--- src/rtl/lbuffer_pkg.sv ---
// Shared constants and types for the load buffer: widths, load opcodes,
// memory access sizes, FSM state encoding and the queued entry layout.
package lbuffer_pkg;

    localparam int ADDR_W        = 32;
    localparam int ROB_W         = 4;
    localparam int INST_W        = 6;
    localparam int LBUFFER_DEPTH = 8;

    localparam logic [INST_W-1:0] OP_LB  = 6'd10;
    localparam logic [INST_W-1:0] OP_LH  = 6'd11;
    localparam logic [INST_W-1:0] OP_LW  = 6'd12;
    localparam logic [INST_W-1:0] OP_LBU = 6'd13;
    localparam logic [INST_W-1:0] OP_LHU = 6'd14;

    localparam logic [1:0] SIZE_BYTE = 2'd0;
    localparam logic [1:0] SIZE_HALF = 2'd1;
    localparam logic [1:0] SIZE_WORD = 2'd2;

    typedef enum logic [1:0] {
        ST_IDLE,
        ST_WAIT,
        ST_DRAIN
    } lb_state_e;

    typedef struct packed {
        logic [ADDR_W-1:0] addr;
        logic [ROB_W-1:0]  dest;
        logic [INST_W-1:0] opcode;
    } lb_entry_t;

endpackage

--- src/rtl/lbuffer_load_extend.sv ---
// Load data extension: maps a load opcode to its memory access size and
// sign/zero-extends the low-aligned raw memory data to a 32-bit result.
module load_extend
    import lbuffer_pkg::*;
(
    input  logic [INST_W-1:0] opcode,
    input  logic [31:0]       data,
    output logic [31:0]       value,
    output logic [1:0]        size
);

    // Decode the opcode into an access size and the extended result value
    always_comb begin
        value = data;
        size  = SIZE_WORD;
        case (opcode)
            OP_LB: begin
                value = {{24{data[7]}}, data[7:0]};
                size  = SIZE_BYTE;
            end
            OP_LBU: begin
                value = {24'd0, data[7:0]};
                size  = SIZE_BYTE;
            end
            OP_LH: begin
                value = {{16{data[15]}}, data[15:0]};
                size  = SIZE_HALF;
            end
            OP_LHU: begin
                value = {16'd0, data[15:0]};
                size  = SIZE_HALF;
            end
            default: begin
                value = data;
                size  = SIZE_WORD;
            end
        endcase
    end

endmodule

--- src/rtl/lbuffer.sv ---
// Load buffer: queues resolved loads in program order, issues them one at a
// time to the memory controller and broadcasts extended results on the CDB.
// A ROB flush empties the queue; a response already in flight is drained.
module lbuffer
    import lbuffer_pkg::*;
#(
    parameter int DEPTH = LBUFFER_DEPTH
) (
    input  logic              clk_in,
    input  logic              rst_in,
    input  logic              rdy_in,
    input  logic              addrunit_lbuffer_en_in,
    input  logic [ADDR_W-1:0] addrunit_lbuffer_a_in,
    input  logic [ROB_W-1:0]  addrunit_lbuffer_dest_in,
    input  logic [INST_W-1:0] addrunit_lbuffer_opcode_in,
    output logic              lbuffer_full_out,
    output logic              lbuffer_mem_req_out,
    output logic [ADDR_W-1:0] lbuffer_mem_addr_out,
    output logic [1:0]        lbuffer_mem_size_out,
    input  logic              mem_lbuffer_valid_in,
    input  logic [31:0]       mem_lbuffer_data_in,
    output logic              lbuffer_cdb_en_out,
    output logic [ROB_W-1:0]  lbuffer_cdb_dest_out,
    output logic [31:0]       lbuffer_cdb_value_out,
    input  logic              rob_lbuffer_rst_in
);

    localparam int PTR_W = $clog2(DEPTH);
    localparam logic [PTR_W:0] FULL_COUNT = (PTR_W+1)'(DEPTH);

    lb_entry_t        entries [DEPTH];
    lb_entry_t        head_entry;
    logic [PTR_W-1:0] head;
    logic [PTR_W-1:0] tail;
    logic [PTR_W:0]   count;
    lb_state_e        state;
    logic             do_push;
    logic             do_pop;
    logic [31:0]      ext_value;
    logic [1:0]       ext_size;

    assign head_entry       = entries[head];
    assign lbuffer_full_out = (count == FULL_COUNT);

    // A flush discards the incoming entry; a full buffer drops it silently
    assign do_push = addrunit_lbuffer_en_in && !lbuffer_full_out && !rob_lbuffer_rst_in;
    assign do_pop  = (state == ST_WAIT) && mem_lbuffer_valid_in && !rob_lbuffer_rst_in;

    // The head opcode drives both the request size and the result extension
    load_extend u_load_extend (
        .opcode (head_entry.opcode),
        .data   (mem_lbuffer_data_in),
        .value  (ext_value),
        .size   (ext_size)
    );

    // Entry storage is written at the tail; contents need no reset since count gates use
    always_ff @(posedge clk_in) begin
        if (rdy_in && do_push) begin
            entries[tail] <= '{addr:   addrunit_lbuffer_a_in,
                               dest:   addrunit_lbuffer_dest_in,
                               opcode: addrunit_lbuffer_opcode_in};
        end
    end

    // Circular pointers and occupancy; push and pop in one cycle leave count unchanged
    always_ff @(posedge clk_in or posedge rst_in) begin
        if (rst_in) begin
            head  <= '0;
            tail  <= '0;
            count <= '0;
        end else if (rdy_in) begin
            if (rob_lbuffer_rst_in) begin
                head  <= '0;
                tail  <= '0;
                count <= '0;
            end else begin
                if (do_push) begin
                    tail <= tail + PTR_W'(1);
                end
                if (do_pop) begin
                    head <= head + PTR_W'(1);
                end
                count <= count + {{PTR_W{1'b0}}, do_push} - {{PTR_W{1'b0}}, do_pop};
            end
        end
    end

    // Issue/complete FSM; a flushed in-flight response is absorbed in DRAIN so it never reaches the CDB
    always_ff @(posedge clk_in or posedge rst_in) begin
        if (rst_in) begin
            state                 <= ST_IDLE;
            lbuffer_mem_req_out   <= 1'b0;
            lbuffer_mem_addr_out  <= '0;
            lbuffer_mem_size_out  <= 2'd0;
            lbuffer_cdb_en_out    <= 1'b0;
            lbuffer_cdb_dest_out  <= '0;
            lbuffer_cdb_value_out <= '0;
        end else if (rdy_in) begin
            lbuffer_cdb_en_out <= 1'b0;
            if (rob_lbuffer_rst_in) begin
                lbuffer_mem_req_out <= 1'b0;
                case (state)
                    ST_WAIT, ST_DRAIN: state <= mem_lbuffer_valid_in ? ST_IDLE : ST_DRAIN;
                    default:           state <= ST_IDLE;
                endcase
            end else begin
                case (state)
                    ST_IDLE: begin
                        if (count != '0) begin
                            lbuffer_mem_req_out  <= 1'b1;
                            lbuffer_mem_addr_out <= head_entry.addr;
                            lbuffer_mem_size_out <= ext_size;
                            state                <= ST_WAIT;
                        end
                    end
                    ST_WAIT: begin
                        if (mem_lbuffer_valid_in) begin
                            lbuffer_cdb_en_out    <= 1'b1;
                            lbuffer_cdb_dest_out  <= head_entry.dest;
                            lbuffer_cdb_value_out <= ext_value;
                            lbuffer_mem_req_out   <= 1'b0;
                            state                 <= ST_IDLE;
                        end
                    end
                    ST_DRAIN: begin
                        if (mem_lbuffer_valid_in) begin
                            state <= ST_IDLE;
                        end
                    end
                    default: state <= ST_IDLE;
                endcase
            end
        end
    end

endmodule

--- config.mk ---
export PLATFORM = sky130hd
export DESIGN_NAME = lbuffer
export DESIGN_NICKNAME = d
export VERILOG_FILES = /design/src/rtl/lbuffer_pkg.sv /design/src/rtl/lbuffer_load_extend.sv /design/src/rtl/lbuffer.sv
export SDC_FILE = /design/constraint.sdc
export NUM_CORES = 1
export LEC_CHECK = 0
export BUFFER_PORTS_ARGS = -buffer_cell sky130_fd_sc_hd__buf_4
export CAP_MARGIN = 20
export CORE_UTILIZATION = 30
export DETAILED_ROUTE_END_ITERATION = 10
export GPL_TIMING_DRIVEN = 0
export PLACE_DENSITY = 0.47
export SLEW_MARGIN = 5
export SYNTH_ARGS = -nofsm -noshare
export SYNTH_HDL_FRONTEND = slang
export SYNTH_HIERARCHICAL = 1
export SYNTH_SLANG_ARGS = --single-unit
--- constraint.sdc ---
create_clock -name clk_in -period 12.4 [get_ports clk_in]
set_input_delay 0.62 -clock clk_in [delete_from_list [all_inputs] [get_ports clk_in]]
set_output_delay 0.62 -clock clk_in [all_outputs]
set_load 0.005 [all_outputs]
==> metrics.txt, run 1 <==
number of iterations in the first detailed-routing pass=5; netlist area before placement=16,940 µm²; CP Capture Type=register; top-count cell post-synth=edfxtp_1; most common library cells after synthesis=edfxtp_1 (336), mux2_2 (112), dfrtp_1 (84); storage element area=12,190 µm²; 1st-iter DRT viols=569; CP Max Fanout=10; Lkg Pwr=7.639 nW; fin worst setup slack=9.272 ns; nets=roughly 1,300; Worst Tran Pin Value=0.9645 ns; leading area contributor after synthesis=edfxtp_1; post-DP HPWL=28,650 µm; DR DRC count=0; crit path kind=register to register; # IOs=153; initial antenna violation count=1; largest net degree at the start of global routing=54; Multi-input gate area=4250 µm²; TritonCTS Buffers=48; status=complete, no violations; final hold slack=0.1018 ns; Synth Net Count=1,071; fin crit share=between 20% and 30%; Reg2Reg Setup Slack=~9 ns; post-CTS resize count=0; simple-gate share of the synthesized area=1.927%; worst min-delay path category=input port to async pin; critical path arrival=around 3.6 ns; RSZ-0062 raised after global routing=false; clk buf depth=3; Avg WL per Cell=22.14 µm; synth-to-layout area growth=23.89%; Fin Clk Skew=~0.028 ns; count of final setup violators=0; synth top area cells=edfxtp_1 (60%), dfrtp_1 (12%), mux2_2 (7.4%), mux2i_1 (4.3%), a22o_1 (1.9%); Skew-Pair Late Insertion Delay=0.60 ns; worst r2r path cells=8; Async SR Flop Fraction=20.00%; Finished Layout Cells=just under 2,000; post-route ant nets=0; post-synthesis mux area share=between 10% and 20%; vias in the first global route=9,651; reg-to-reg endpoint=lbuffer_cdb_value_out[13]; cts hold-fix bufs=0; largest family of logic cells by synthesized area=multiplexers; #FFs+latches synth=420; Die H=roughly 240 µm; Root Driver=clkbuf_16; Hold Violations, Final=0; ordered list of cells on the worst path=buf_6 -> buf_12 -> mux4_1 -> mux2_2 -> clkbuf_1 -> nor4_2 -> a221oi_1 -> mux2_2; Final Slew Violations=0; Yosys warning total=6; Critical Path Start Type=register; slowest stage delay, CP=0.75 ns; Inst Count DP=about 1,900; adder-cell share of the synthesized area=0.8566%; Fillers=between 5,000 and 6,000; drt total wl=43,920 µm; Synth Area in Compound Gates=8.455%; Reg2Reg Launch Point=head[0]; fmax=roughly 320 MHz; CP max stage cell=nor4_2; Worst VDD drop=about 100 µV; remaining global-route overflow=0; Power Total=4.159 mW; Most common cell on crit path=mux2_2; Setup WS pre-CTS=9.132 ns; max_cap viols=0; first-pass GRT wire length=64,290 µm; initial core utilization=30.58%; gr usage total=15.41%; sequential element share of the synthesized area=71.95%; Synth Area in XOR/XNOR=0.1034%; # Post-CTS Setup Buffers=0; vias per cell=about 4.7; port buffer count=approximately 140; syn_area_per_cell=17.29 µm²; final core utilization=37.88%; CORE AREA=roughly 55,000 µm²; WP data required=between 10 and 15 ns; Final TNS setup=0 ns; chip width=approximately 240 µm; Slew headroom=between 30% and 40%; Area after DPL=a little under 20,000 µm²; Primary FF master, synth=edfxtp_1; clock tree from TritonCTS=done; power per cell area=198.1 nW/µm²; Num Clock Sinks=420; die area=around 57,000 µm²; number of synthesized flops with an enable pin=336; vias after detailed routing=9,416; # H-tree levels=2; post-synth cell types=59; Rows=86; Final Wtd Congestion=around 0.72; min Tclk post-route=~3.1 ns; top cell type's share of synthesized area=between 50% and 60%; Post-Synthesis Cells=980; ratio of cells with drive above 1 in the final layout=34.41%; fin area=20,990 µm²; clk slew on worst S/H paths=around 0.060 ns
## power by group
group          switching, mW  leakage (nW)  internal (mW)
Combinational          0.502          2.77          0.498
Sequential            0.0858          4.11           1.67
Clock                  0.578         0.761          0.822
Total                   1.17          7.64           2.99
## layout make-up
class	count	area share, %
antenna	1	0.01192
buffer	71	2.205
clock buffer	71	6.616
clock inverter	18	0.8345
inverter	25	0.4590
multi-input combinational	464	20.25
sequential	420	58.08
tap	748	4.458
timing repair buffer	166	7.087
## layer usage
layer | global-route usage [%] | routed length, µm
met3 | 3.573 | 2439
met1 | 21.15 | 20240
met2 | 24.58 | 20460
met4 | 3.691 | 762
met5 | 0 | 13
## sequential cells by signal, summed over array words and instances, names as in the netlist
| register | count |
|---|---|
| count | 4 |
| entries | 336 |
| head | 3 |
| lbuffer_cdb_dest_out | 4 |
| lbuffer_cdb_en_out | 1 |
| lbuffer_cdb_value_out | 32 |
| lbuffer_mem_addr_out | 32 |
| lbuffer_mem_req_out | 1 |
| lbuffer_mem_size_out | 2 |
| state | 2 |
| tail | 3 |
## layout by cell type, fill, tap and decap left out, types with 3 or more instances in the layout
master     synthesis  routed
buf_4             17     164
nor2_4             0       6
nor2b_1            3       3
nor2_1            10       4
inv_1             25      24
a22o_1            37      37
clkinv_2           0       3
mux4_1             3       3
ha_1              10      10
clkbuf_8           0       8
o21ai_0           40      40
a21o_1            17      17
nand2_1           10      10
mux4_2             9       9
o22ai_1           40      40
a21oi_1            4       4
clkbuf_16          0      49
buf_12             2       8
clkinv_1           0       7
nand4_1            5       5
a211o_1            3       3
nor3_2             1       3
buf_2             23      23
dfrtp_1           84      84
o21ai_1            5       5
mux2_2           112     112
mux2i_1           73      73
a221oi_1           9       9
clkbuf_1          19      33
buf_6              8      13
edfxtp_1         336     336
buf_16             0       7
o31ai_1           34      34
nand2b_1           3       3
## how the worst max path moves through the flow
stage | start | to | slack (ns) | cells past startpoint
final | head[0] | lbuffer_cdb_value_out[13] | 9.27 | 8
after global routing | head[0] | lbuffer_cdb_value_out[15] | 9.14 | 8
after global placement | rob_lbuffer_rst_in | entries[0][26] | 3.75 | 5
after floorplan | rdy_in | entries[2][0] | 7.84 | 4
after detailed placement | rob_lbuffer_rst_in | entries[0][22] | 9.13 | 8
after CTS | head[0] | lbuffer_cdb_value_out[13] | 9.28 | 8
## cells by family after synthesis
logic type / count (synthesis)
compound gates: 202
flops: 420
buf+inv: 96
mux: 197
simple gates: 52
xor+xnor: 2
fa+ha+maj: 11
## worst max-delay path: cells and delay by family (launching register included)
kind / cells / cell delay [ns]
muxes: 3 / 1.19
buffers and inverters: 3 / 0.56
and+or+nand+nor: 1 / 0.75
AOI/OAI and AO/OA: 1 / 0.13
DFF: 1 / 0.37
No activity file was read; power rests on OpenSTA's default activity.
==> inputs of run 2 (changes only) <==
- clock period: 12.4 -> 2.9 ns (I/O delays scaled with it)
==> metrics.txt, run 2 (synthesis results as in run 1) <==
largest net degree at the start of global routing=58 (+7.4%); reg-to-reg endpoint=lbuffer_cdb_value_out[24]; Top reg by flops=entries; Most common cell on crit path=buf_6; Num Clock Sinks=420 (unchanged); port buffer count=142 (unchanged); worst r2r path cells=10 (+2); CP max stage cell=mux4_2; worst min-delay path category=input port to register; gr usage total=15.37% (-0.046 points); Final Slew Violations=0 (unchanged); slowest stage delay, CP=0.49 ns (-0.26 ns); clock tree from TritonCTS=done; remaining global-route overflow=0 (unchanged); Worst Setup SP=head[0]; max_cap viols=0 (unchanged); Finished Layout Cells=2,065 (+4.1%); max reg flops=336 (unchanged); Final TNS setup=0 ns (unchanged); final core utilization=39.50% (+1.6 points); vias in the first global route=9,995 (+3.6%); critical path arrival=3.32 ns (-0.27 ns); Multi-input gate area=4333 µm² (+1.9%); TritonCTS Buffers=47 (-2.1%); clk buf depth=3 (unchanged); Reg2Reg Setup Slack=0.05 ns (-9.22 ns); number of iterations in the first detailed-routing pass=5 (unchanged); WHS Path Cells=3; CP Max Fanout=7 (-3); synth-to-layout area growth=29.20%; clock power share=32.0% (-1.7 points); Hold Violations, Final=0 (unchanged); Hold Crit Start=addrunit_lbuffer_en_in; DR DRC count=0 (unchanged); Fin Clk Skew=0.02247 ns (-0.005511 ns); storage element area=12,190 µm² (unchanged); post-DP HPWL=28,640 µm (about the same); 1st-iter DRT viols=508 (-11%); Inst Count DP=1,889 (-0.26%); switching share of power=28.17% (+0.14 points); die area=57,430 µm² (unchanged); Root Driver=clkbuf_16; initial antenna violation count=2 (+1); count of final setup violators=0 (unchanged); drt total wl=44,240 µm (+0.73%); Int Pwr=12.77 mW (+330%); RSZ-0062 raised after global routing=true; min Tclk post-route=2.851 ns (-0.2776 ns); most frequent cells in the layout=edfxtp_1 (336), buf_4 (178), mux2_2 (107); combinational power share=25.6% (+1.6 points); # H-tree levels=2 (unchanged); Worst VDD drop=480.6 µV (+380%); Die H=239.7 µm (unchanged); Avg WL per Cell=21.42 µm (-3.2%); ordered list of cells on the worst path=buf_6 -> buf_12 -> mux4_2 -> mux2_4 -> or3b_1 -> buf_6 -> o21bai_4 -> buf_6 -> a21o_1 -> mux2_2; Power Total=17.78 mW (+330%); nets=1,370 (+6.4%); final hold slack=0.03748 ns (-0.06435 ns); Worst Setup EP=lbuffer_cdb_value_out[24]; fmax=350.8 MHz (+9.7%); power per cell area=812.2 nW/µm² (+310%); CORE AREA=55,420 µm² (unchanged); Rows=86 (unchanged); most common cell after layout, fill and taps aside=edfxtp_1; Reg power frac=42.4% (about the same); crit path kind=register to register; biggest regs=entries: 336 flops, lbuffer_cdb_value_out: 32 flops, lbuffer_mem_addr_out: 32 flops; Lkg Pwr=8.020 nW (+5.0%); chip width=239.7 µm (unchanged); Critical Path Start Type=register; vias per cell=4.711 (-0.73%); Reg2Reg Launch Point=head[0]; Final Wtd Congestion=0.7218 (-0.12%); # IOs=153 (unchanged); WP data required=3.37 ns (-9.49 ns); vias after detailed routing=9,729 (+3.3%); fin crit share=98.30% (+73 points); Slew headroom=39.15% (+3.4 points); CP Capture Type=register; first-pass GRT wire length=64,870 µm (+0.90%); ratio of cells with drive above 1 in the final layout=33.66% (-0.75 points); Fillers=5,113 (-1.1%); status=complete, no violations; Worst Tran Pin Value=0.9127 ns (-0.05173 ns); post-route ant nets=0 (unchanged); clk slew on worst S/H paths=0.06 ns (about the same); Skew-Pair Late Insertion Delay=0.59 ns (about the same); initial core utilization=30.58% (unchanged); sw power=5.008 mW (+330%)
## run 2: cell count changes in the layout (fill, tap and decap cells not counted), sizes merged
cell,delta
buf,+13
bufinv,-1
clkbuf,-1
clkinv,-1
clkinvlp,+1
dlygate4sd3,+70
## run 2: layout make-up
type / count / share of cell area (%)
sequential: 420 / 55.69
multi-input combinational: 464 / 19.79
timing repair buffer: 252 / 10.90
clock buffer: 69 / 6.070
tap: 748 / 4.275
buffer: 69 / 2.160
clock inverter: 17 / 0.6459
inverter: 25 / 0.4515
antenna: 1 / 0.01143
## run 2: critical path, delay by kind of cell, from the launching register on
| kind | cells | cell delay (ns) |
|---|---|---|
| multiplexers | 3 | 1.02 |
| buffers and inverters | 4 | 0.56 |
| flip-flops | 1 | 0.38 |
| AND/OR/NAND/NOR | 1 | 0.38 |
| AO/OA/AOI/OAI | 2 | 0.38 |
## run 2: power by group through the flow
stage	clock network (mW)	registers, mW	logic [mW]
final	5.69	7.54	4.55
after global routing	6.10	7.61	4.94
after CTS	5.87	7.56	4.51
after detailed placement	0	7.67	4.35
after global placement	0	7.68	4.23
after floorplan	0	7.58	2.50
## run 2: timing repair
| action | CTS | global route |
|---|---|---|
| gates cloned | 0 | 2 |
| endpoints found under the hold margin | 451 | 0 |
| resized for setup | 9 | 16 |
| setup buffers | 3 | 16 |
| pin swaps | 2 | 18 |
| hold buffers | 70 | 0 |
| setup endpoints to repair | 18 | 65 |
## run 2: per-stage QoR
| stage | cell area [µm²] | setup WS (ns) |
|---|---|---|
| after floorplan | 16950 | -0.4067 |
| after global placement | 18960 | -2.731 |
| after detailed placement | 19450 | -0.3176 |
| after CTS | 21700 | 0.003350 |
| after global routing | 21890 | -0.03430 |
| final | 21890 | 0.04922 |
## run 2: per-layer routing
| metal | up-vias | part of all wire [%] | wire [µm] | track usage, % |
|---|---|---|---|---|
| met5 | - | 0.029 | 13 | 0 |
| met4 | 2 | 1.8 | 781 | 4.332 |
| li1 | 4464 | - | - | - |
| met2 | 237 | 47 | 20960 | 24.90 |
| met1 | 4971 | 46 | 20230 | 20.99 |
| met3 | 55 | 5.1 | 2252 | 2.789 |
## run 2: worst min-delay path by stage
| stage | slack [ns] | endpoint |
|---|---|---|
| after floorplan | 0.24 | entries[0][0] |
| after global placement | 0.38 | lbuffer_cdb_value_out[6] |
| after detailed placement | 0.16 | count[3] |
| after CTS | 0.002 | tail[2] |
| after global routing | 0.06 | tail[2] |
| final | 0.04 | tail[2] |
